==> src/rtl/alu_pipe.sv <==
// alu_pipe: single-issue ALU with a valid/ready handshake on both sides.
// Logic, add/sub and compare results appear one cycle after acceptance.
// The optional multiply is an unsigned shift-add over WIDTH cycles and is
// built only when ALU_PIPE_MUL_EN is defined; otherwise opcode 1000 is undefined.
module alu_pipe #(
  parameter int unsigned WIDTH = 32
) (
  input  logic             clk,
  input  logic             rst,
  input  logic             in_valid,
  output logic             in_ready,
  input  logic [WIDTH-1:0] src1,
  input  logic [WIDTH-1:0] src2,
  input  logic [3:0]       alu_control,
  input  logic [2:0]       cmp_control,
  output logic             out_valid,
  input  logic             out_ready,
  output logic [WIDTH-1:0] result,
  output logic             zero,
  output logic             cout,
  output logic             overflow,
  output logic             busy
);

  localparam logic [3:0] OpAnd  = 4'b0000;
  localparam logic [3:0] OpOr   = 4'b0001;
  localparam logic [3:0] OpAdd  = 4'b0010;
  localparam logic [3:0] OpSub  = 4'b0110;
  localparam logic [3:0] OpCmp  = 4'b0111;
  localparam logic [3:0] OpNor  = 4'b1100;
  localparam logic [3:0] OpNand = 4'b1101;

  logic [WIDTH-1:0] r_result;
  logic             r_cout;
  logic             r_overflow;
  logic             r_out_valid;

  logic             w_idle;
  logic             w_accept;
  logic             w_start_mul;
  logic             w_mul_done;
  logic [WIDTH-1:0] w_mul_result;
  logic             w_mul_overflow;

  // Add/sub share the extended-width form so the carry out is bit WIDTH.
  logic [WIDTH:0]   w_add;
  logic [WIDTH:0]   w_sub;
  logic             w_add_ovf;
  logic             w_sub_ovf;
  logic             w_lt;
  logic             w_eq;
  logic             w_cmp_bit;
  logic [WIDTH-1:0] w_alu_result;
  logic             w_alu_cout;
  logic             w_alu_overflow;

  assign w_add = {1'b0, src1} + {1'b0, src2};
  assign w_sub = {1'b0, src1} + {1'b0, ~src2} + {{WIDTH{1'b0}}, 1'b1};

  // Sign-based overflow is equivalent to carry-in XOR carry-out of the MSB.
  assign w_add_ovf = (src1[WIDTH-1] == src2[WIDTH-1]) && (w_add[WIDTH-1] != src1[WIDTH-1]);
  assign w_sub_ovf = (src1[WIDTH-1] != src2[WIDTH-1]) && (w_sub[WIDTH-1] != src1[WIDTH-1]);
  assign w_lt      = w_sub[WIDTH-1] ^ w_sub_ovf;
  assign w_eq      = (src1 == src2);

  // Signed compare decode.
  always_comb begin
    w_cmp_bit = 1'b0;
    case (cmp_control)
      3'b000:  w_cmp_bit = w_lt;
      3'b001:  w_cmp_bit = !w_lt && !w_eq;
      3'b010:  w_cmp_bit = w_lt || w_eq;
      3'b011:  w_cmp_bit = !w_lt;
      3'b110:  w_cmp_bit = w_eq;
      3'b100:  w_cmp_bit = !w_eq;
      default: w_cmp_bit = 1'b0;
    endcase
  end

  // Single-cycle result and flags; unknown opcodes (and 1000 here) give zeros.
  always_comb begin
    w_alu_result   = '0;
    w_alu_cout     = 1'b0;
    w_alu_overflow = 1'b0;
    case (alu_control)
      OpAnd:  w_alu_result = src1 & src2;
      OpOr:   w_alu_result = src1 | src2;
      OpNor:  w_alu_result = ~(src1 | src2);
      OpNand: w_alu_result = ~(src1 & src2);
      OpAdd: begin
        w_alu_result   = w_add[WIDTH-1:0];
        w_alu_cout     = w_add[WIDTH];
        w_alu_overflow = w_add_ovf;
      end
      OpSub: begin
        w_alu_result   = w_sub[WIDTH-1:0];
        w_alu_cout     = w_sub[WIDTH];
        w_alu_overflow = w_sub_ovf;
      end
      OpCmp: begin
        w_alu_result   = {{(WIDTH-1){1'b0}}, w_cmp_bit};
        w_alu_cout     = w_sub[WIDTH];
        w_alu_overflow = w_sub_ovf;
      end
      default: ;
    endcase
  end

  assign in_ready = w_idle && (!r_out_valid || out_ready);
  assign w_accept = in_valid && in_ready;

`ifdef ALU_PIPE_MUL_EN
  localparam logic [3:0]  OpMul   = 4'b1000;
  localparam int unsigned CntW    = $clog2(WIDTH);
  localparam logic [CntW-1:0] CntLast = CntW'(WIDTH - 1);

  typedef enum logic [0:0] {StIdle, StMul} state_e;

  state_e            r_state;
  logic [CntW-1:0]   r_cnt;
  logic [WIDTH-1:0]  r_mcand;
  logic [WIDTH-1:0]  r_hi;
  logic [WIDTH-1:0]  r_lo;
  logic [WIDTH:0]    w_sum;
  logic [2*WIDTH-1:0] w_step;

  // Partial product lives in {r_hi, r_lo}; the multiplier shifts out of r_lo.
  assign w_sum  = {1'b0, r_hi} + (r_lo[0] ? {1'b0, r_mcand} : {(WIDTH+1){1'b0}});
  assign w_step = {w_sum, r_lo[WIDTH-1:1]};

  assign w_idle         = (r_state == StIdle);
  assign w_start_mul    = w_accept && (alu_control == OpMul);
  assign w_mul_done     = (r_state == StMul) && (r_cnt == CntLast);
  assign w_mul_result   = w_step[WIDTH-1:0];
  assign w_mul_overflow = |w_step[2*WIDTH-1:WIDTH];
  assign busy           = (r_state == StMul);

  // Multiply FSM: one multiplier bit per cycle for WIDTH cycles.
  always_ff @(posedge clk or posedge rst) begin
    if (rst) begin
      r_state <= StIdle;
      r_cnt   <= '0;
      r_mcand <= '0;
      r_hi    <= '0;
      r_lo    <= '0;
    end else begin
      case (r_state)
        StIdle: begin
          if (w_start_mul) begin
            r_mcand <= src1;
            r_lo    <= src2;
            r_hi    <= '0;
            r_cnt   <= '0;
            r_state <= StMul;
          end
        end
        StMul: begin
          r_hi <= w_step[2*WIDTH-1:WIDTH];
          r_lo <= w_step[WIDTH-1:0];
          if (r_cnt == CntLast) begin
            r_cnt   <= '0;
            r_state <= StIdle;
          end else begin
            r_cnt <= r_cnt + CntW'(1);
          end
        end
        default: r_state <= StIdle;
      endcase
    end
  end
`else
  assign w_idle         = 1'b1;
  assign w_start_mul    = 1'b0;
  assign w_mul_done     = 1'b0;
  assign w_mul_result   = '0;
  assign w_mul_overflow = 1'b0;
  assign busy           = 1'b0;
`endif

  // Output register: load on completion, otherwise hold until consumed.
  always_ff @(posedge clk or posedge rst) begin
    if (rst) begin
      r_result    <= '0;
      r_cout      <= 1'b0;
      r_overflow  <= 1'b0;
      r_out_valid <= 1'b0;
    end else if (w_mul_done) begin
      r_result    <= w_mul_result;
      r_cout      <= 1'b0;
      r_overflow  <= w_mul_overflow;
      r_out_valid <= 1'b1;
    end else if (w_accept && !w_start_mul) begin
      r_result    <= w_alu_result;
      r_cout      <= w_alu_cout;
      r_overflow  <= w_alu_overflow;
      r_out_valid <= 1'b1;
    end else if (out_ready) begin
      r_out_valid <= 1'b0;
    end
  end

  assign result    = r_result;
  assign zero      = (r_result == '0);
  assign cout      = r_cout;
  assign overflow  = r_overflow;
  assign out_valid = r_out_valid;

endmodule

==> config.mk <==
export PLATFORM = sky130hd
export DESIGN_NAME = alu_pipe
export DESIGN_NICKNAME = d
export VERILOG_FILES = /design/src/rtl/alu_pipe.sv
export SDC_FILE = /design/constraint.sdc
export NUM_CORES = 1
export LEC_CHECK = 0
export BUFFER_PORTS_ARGS = -buffer_cell sky130_fd_sc_hd__buf_4
export CAP_MARGIN = 40
export CORE_MARGIN = 2
export CORE_UTILIZATION = 50
export DETAILED_ROUTE_END_ITERATION = 10
export HOLD_SLACK_MARGIN = 0.08
export PLACE_DENSITY = 0.78
export SYNTH_ARGS = -nofsm -noshare
export SYNTH_HDL_FRONTEND = slang
export SYNTH_SLANG_ARGS = --single-unit
==> constraint.sdc <==
create_clock -name clk -period 4.3 [get_ports clk]
set_clock_uncertainty 0.15 [all_clocks]
set_input_delay 0.215 -clock clk [delete_from_list [all_inputs] [get_ports clk]]
set_output_delay 0.215 -clock clk [all_outputs]
set_load 0.05 [all_outputs]
==> results_dict.tcl <==
set metrics [dict create \
    synth_fp_nets 1096 \
    whs_ns 0.0902 \
    finalWirelength_um 24500 \
    drt_iter0_drc 726 \
    period_needed_ns 3.99 \
    path_delay_family "compound AO/OA/AOI/OAI gates" \
    ys_warn_count 0 \
    reg2reg_slack_ns 1.64 \
    synth-xor-area-share_pct 1.03 \
    critPathSlowestCell "o41a_4" \
    worst_slack_ns 0.311 \
    finalCritPeriodShare_pct 92.8 \
    synth-simple-area-share_pct 16.6 \
    cts-root-buf "clkbuf_16" \
    fin_cells 1184 \
    first_global_vias 7494 \
    r2r_start "out_valid" \
    ant_nets 0 \
    synth_top_family_by_area "compound AO/OA/AOI/OAI gates" \
    dieArea_um2 14500 \
    diodes 0 \
    power_frac_seq_pct 21.4 \
    rsz0062_at_grt "false" \
    synth_area_um2 6780 \
    final_core_util_pct 60.4 \
    vias 7905 \
    worst_setup_path_end_kind "register" \
    post_drt_wl_per_cell_um 20.7 \
    p_int_mw 1.01 \
    met1_length_um 9930 \
    p_total_mw 1.90 \
    met3WireLength_um 2550 \
    hold_path.class "input port to register" \
    async_flop_share_pct 100 \
    dp_hpwl_um 18100 \
    path_cells "buf_4 -> inv_1 -> ha_1 -> nor2_1 -> a221oi_4 -> a21oi_2 -> o31ai_4 -> a31oi_2 -> o41a_4 -> a311oi_2 -> o21bai_1 -> a21oi_1 -> fa_1 -> xnor2_1 -> a31oi_1 -> nand2_1 -> mux2i_1 -> nor2_1" \
    cap_violations 0 \
    synth_edf_count 0 \
    drcViolationCount 0 \
    area.growth.synth_to_final_pct 18.1 \
    start_kind "input port" \
    pwr-share-comb_pct 56.9 \
    status "completed" \
    final-hold-violation-count 0 \
    die_width_um 120 \
    holdPathStages 3 \
    clockBufferDepth 2 \
    crit_fanout 7 \
    clkPwrFrac_pct 21.7 \
    grt_pass1_wl_um 39100 \
    crit_buf_inv 2 \
    switching_share_pct 46.9 \
    coreArea_um2 13200 \
    rows 42 \
    crit_arrival_ns 4.03 \
    dp_cells 1174 \
    hp-start "out_ready" \
    wl_met2_um 11200 \
    peakVddDrop_mv 0.135 \
    cp.required_ns 4.34 \
    place_congestion 0.990 \
    drive_gt1_share_pct 17.4 \
    placed_area_um2 7830 \
    h-tree-depth 2 \
    worstSetupPathType "input port to register" \
    num-nets-final 1181 \
    slew_headroom_pct 50.4 \
    p_switching_mw 0.892 \
    die_h_um 120 \
    cp_common_cell "nor2_1" \
    grt_max_degree 71 \
    synthMuxAreaShare_pct 1.03 \
    slowest_delay_ns 0.48 \
    routed.top_layer "met4" \
    start_util_pct 51.2 \
    finalSetupViolations 0 \
    clkSinkCount 35 \
    reg2reg_to "result[27]" \
    netlist_instances 922 \
    postSynth.topFlopCell "dfrtp_1" \
    leakagePower_nw 3.76 \
    synthAdderAreaFrac_pct 18.6 \
    via_per_inst 6.68 \
    rr_worst_depth 7 \
    antenna_found_initial 0 \
    drt-pass1-iter-count 7 \
    tightest_slew_ns 0.744 \
    grtUsageTotal_pct 33.5 \
    p_per_area_nw_per_um2 238 \
    dp_worst_setup_slack_ns 0.0502 \
    numCtsBuffers 5 \
    design_area_um2 8000 \
    seq_area_frac_synth_pct 12.9 \
    ctsResizeCount 0 \
    synth_compound_area_share_pct 40.5 \
    finalSetupTns_ns 0 \
    fmax_ghz 0.251 \
    slew_violations 0 \
    ys_ff_latch 35 \
    synth_area_per_cell_um2 7.35 \
    grt_overflow 0 \
    clock_latency_ns 0.30 \
    synth_cell_types 75 \
    cts_tree "built" \
    min_to "out_valid" \
    portBuffers 111 \
    ios 113 \
    clkSlewWorstSetupHoldPaths_ns 0.06 \
]
==> tightest hold or removal path: cells and delay by family <==
| kind | cells | cell delay, ns |
|---|---|---|
| simple gates | 2 | 0.20 |
| buf+inv | 1 | 0.08 |
==> layout by cell type (no fill, tap or decap), drive strengths merged, types with 7 or more instances in the layout <==
master,count
o21ai,57
a31oi,8
a221o,37
o221ai,38
o211ai,7
mux2i,7
nor3,27
nor2,72
a22oi,7
a221oi,10
nand2,64
dfrtp,35
nand2b,8
a22o,7
xnor2,8
nor4,14
clkbuf,8
nand3,20
a32oi,17
nor2b,9
o22ai,10
inv,98
nand4,7
a211oi,14
ha,96
a21o,18
a21oi,68
buf,143
o21bai,12
==> metal layers <==
layer | up-vias | global-route usage, %
met5 | - | 0
met4 | 0 | 14.8
met3 | 72 | 6.98
met2 | 491 | 53.1
met1 | 3699 | 43.9
li1 | 3643 | -
==> sequential cells by signal, summed over array words and instances (netlist names) <==
register   flops
cout           1
out_valid      1
overflow       1
result        32
==> power by group through the flow <==
stage               sequential [mW]  clock (mW)  combinational, mW
floorplan                     0.527           0              0.592
CTS                           0.405       0.411               1.06
finish                        0.406       0.413               1.08
global placement              0.410           0               1.05
detailed placement            0.411           0               1.05
global route                  0.410       0.423               1.16
==> cell type report <==
cell class | count | area (um2)
Clock buffer | 8 | 156
Fill cell | 1263 | 5240
Inverter | 99 | 372
Multi-Input combinational cell | 721 | 5280
Sequential cell | 35 | 876
Tap cell | 176 | 220
Timing Repair Buffer | 145 | 1100
==> repair_timing <==
item	in CTS	in global routing
setup buffers	0	0
hold endpoints to repair	36	0
hold buffers	2	0
==> cells in the mapped netlist (all sizes together) (7+ instances only) <==
library cell,instances,area (um2)
inv,98,368
ha,96,1200
nor2,72,270
a21oi,68,344
nand2,64,240
clkbuf,58,218
o21ai,57,285
o221ai,38,333
a221o,37,370
dfrtp,35,876
nor3,27,135
nand3,20,100
a21o,18,135
a32oi,17,149
a211oi,14,105
nor4,14,87.6
o21bai,12,90.1
a221oi,10,105
o22ai,10,62.6
buf,9,40.0
nor2b,9,56.3
a31oi,8,56.3
nand2b,8,50.1
xnor2,8,70.1
a22o,7,61.3
a22oi,7,52.6
mux2i,7,70.1
nand4,7,43.8
o211ai,7,52.6
==> how the worst max path moves through the flow <==
| stage | startpoint | to | slack (ns) | cells after the start |
|---|---|---|---|---|
| 2_1_floorplan | src2[4] | overflow | 0.48 | 17 |
| 3_3_place_gp | src2[4] | overflow | 0.17 | 18 |
| 3_5_place_dp | src2[4] | overflow | 0.05 | 18 |
| 4_1_cts | src2[4] | overflow | 0.35 | 18 |
| 5_1_grt | src2[4] | overflow | 0.03 | 18 |
| 6_report | src2[4] | overflow | 0.31 | 18 |
==> cells by family after synthesis <==
kind of cell	count (synthesis)
other cells	1
buf+inv	166
xor+xnor	8
compound gates	364
fa+ha+maj	99
flops	35
simple gates	242
mux	7
(Power assumes the default switching activity.)
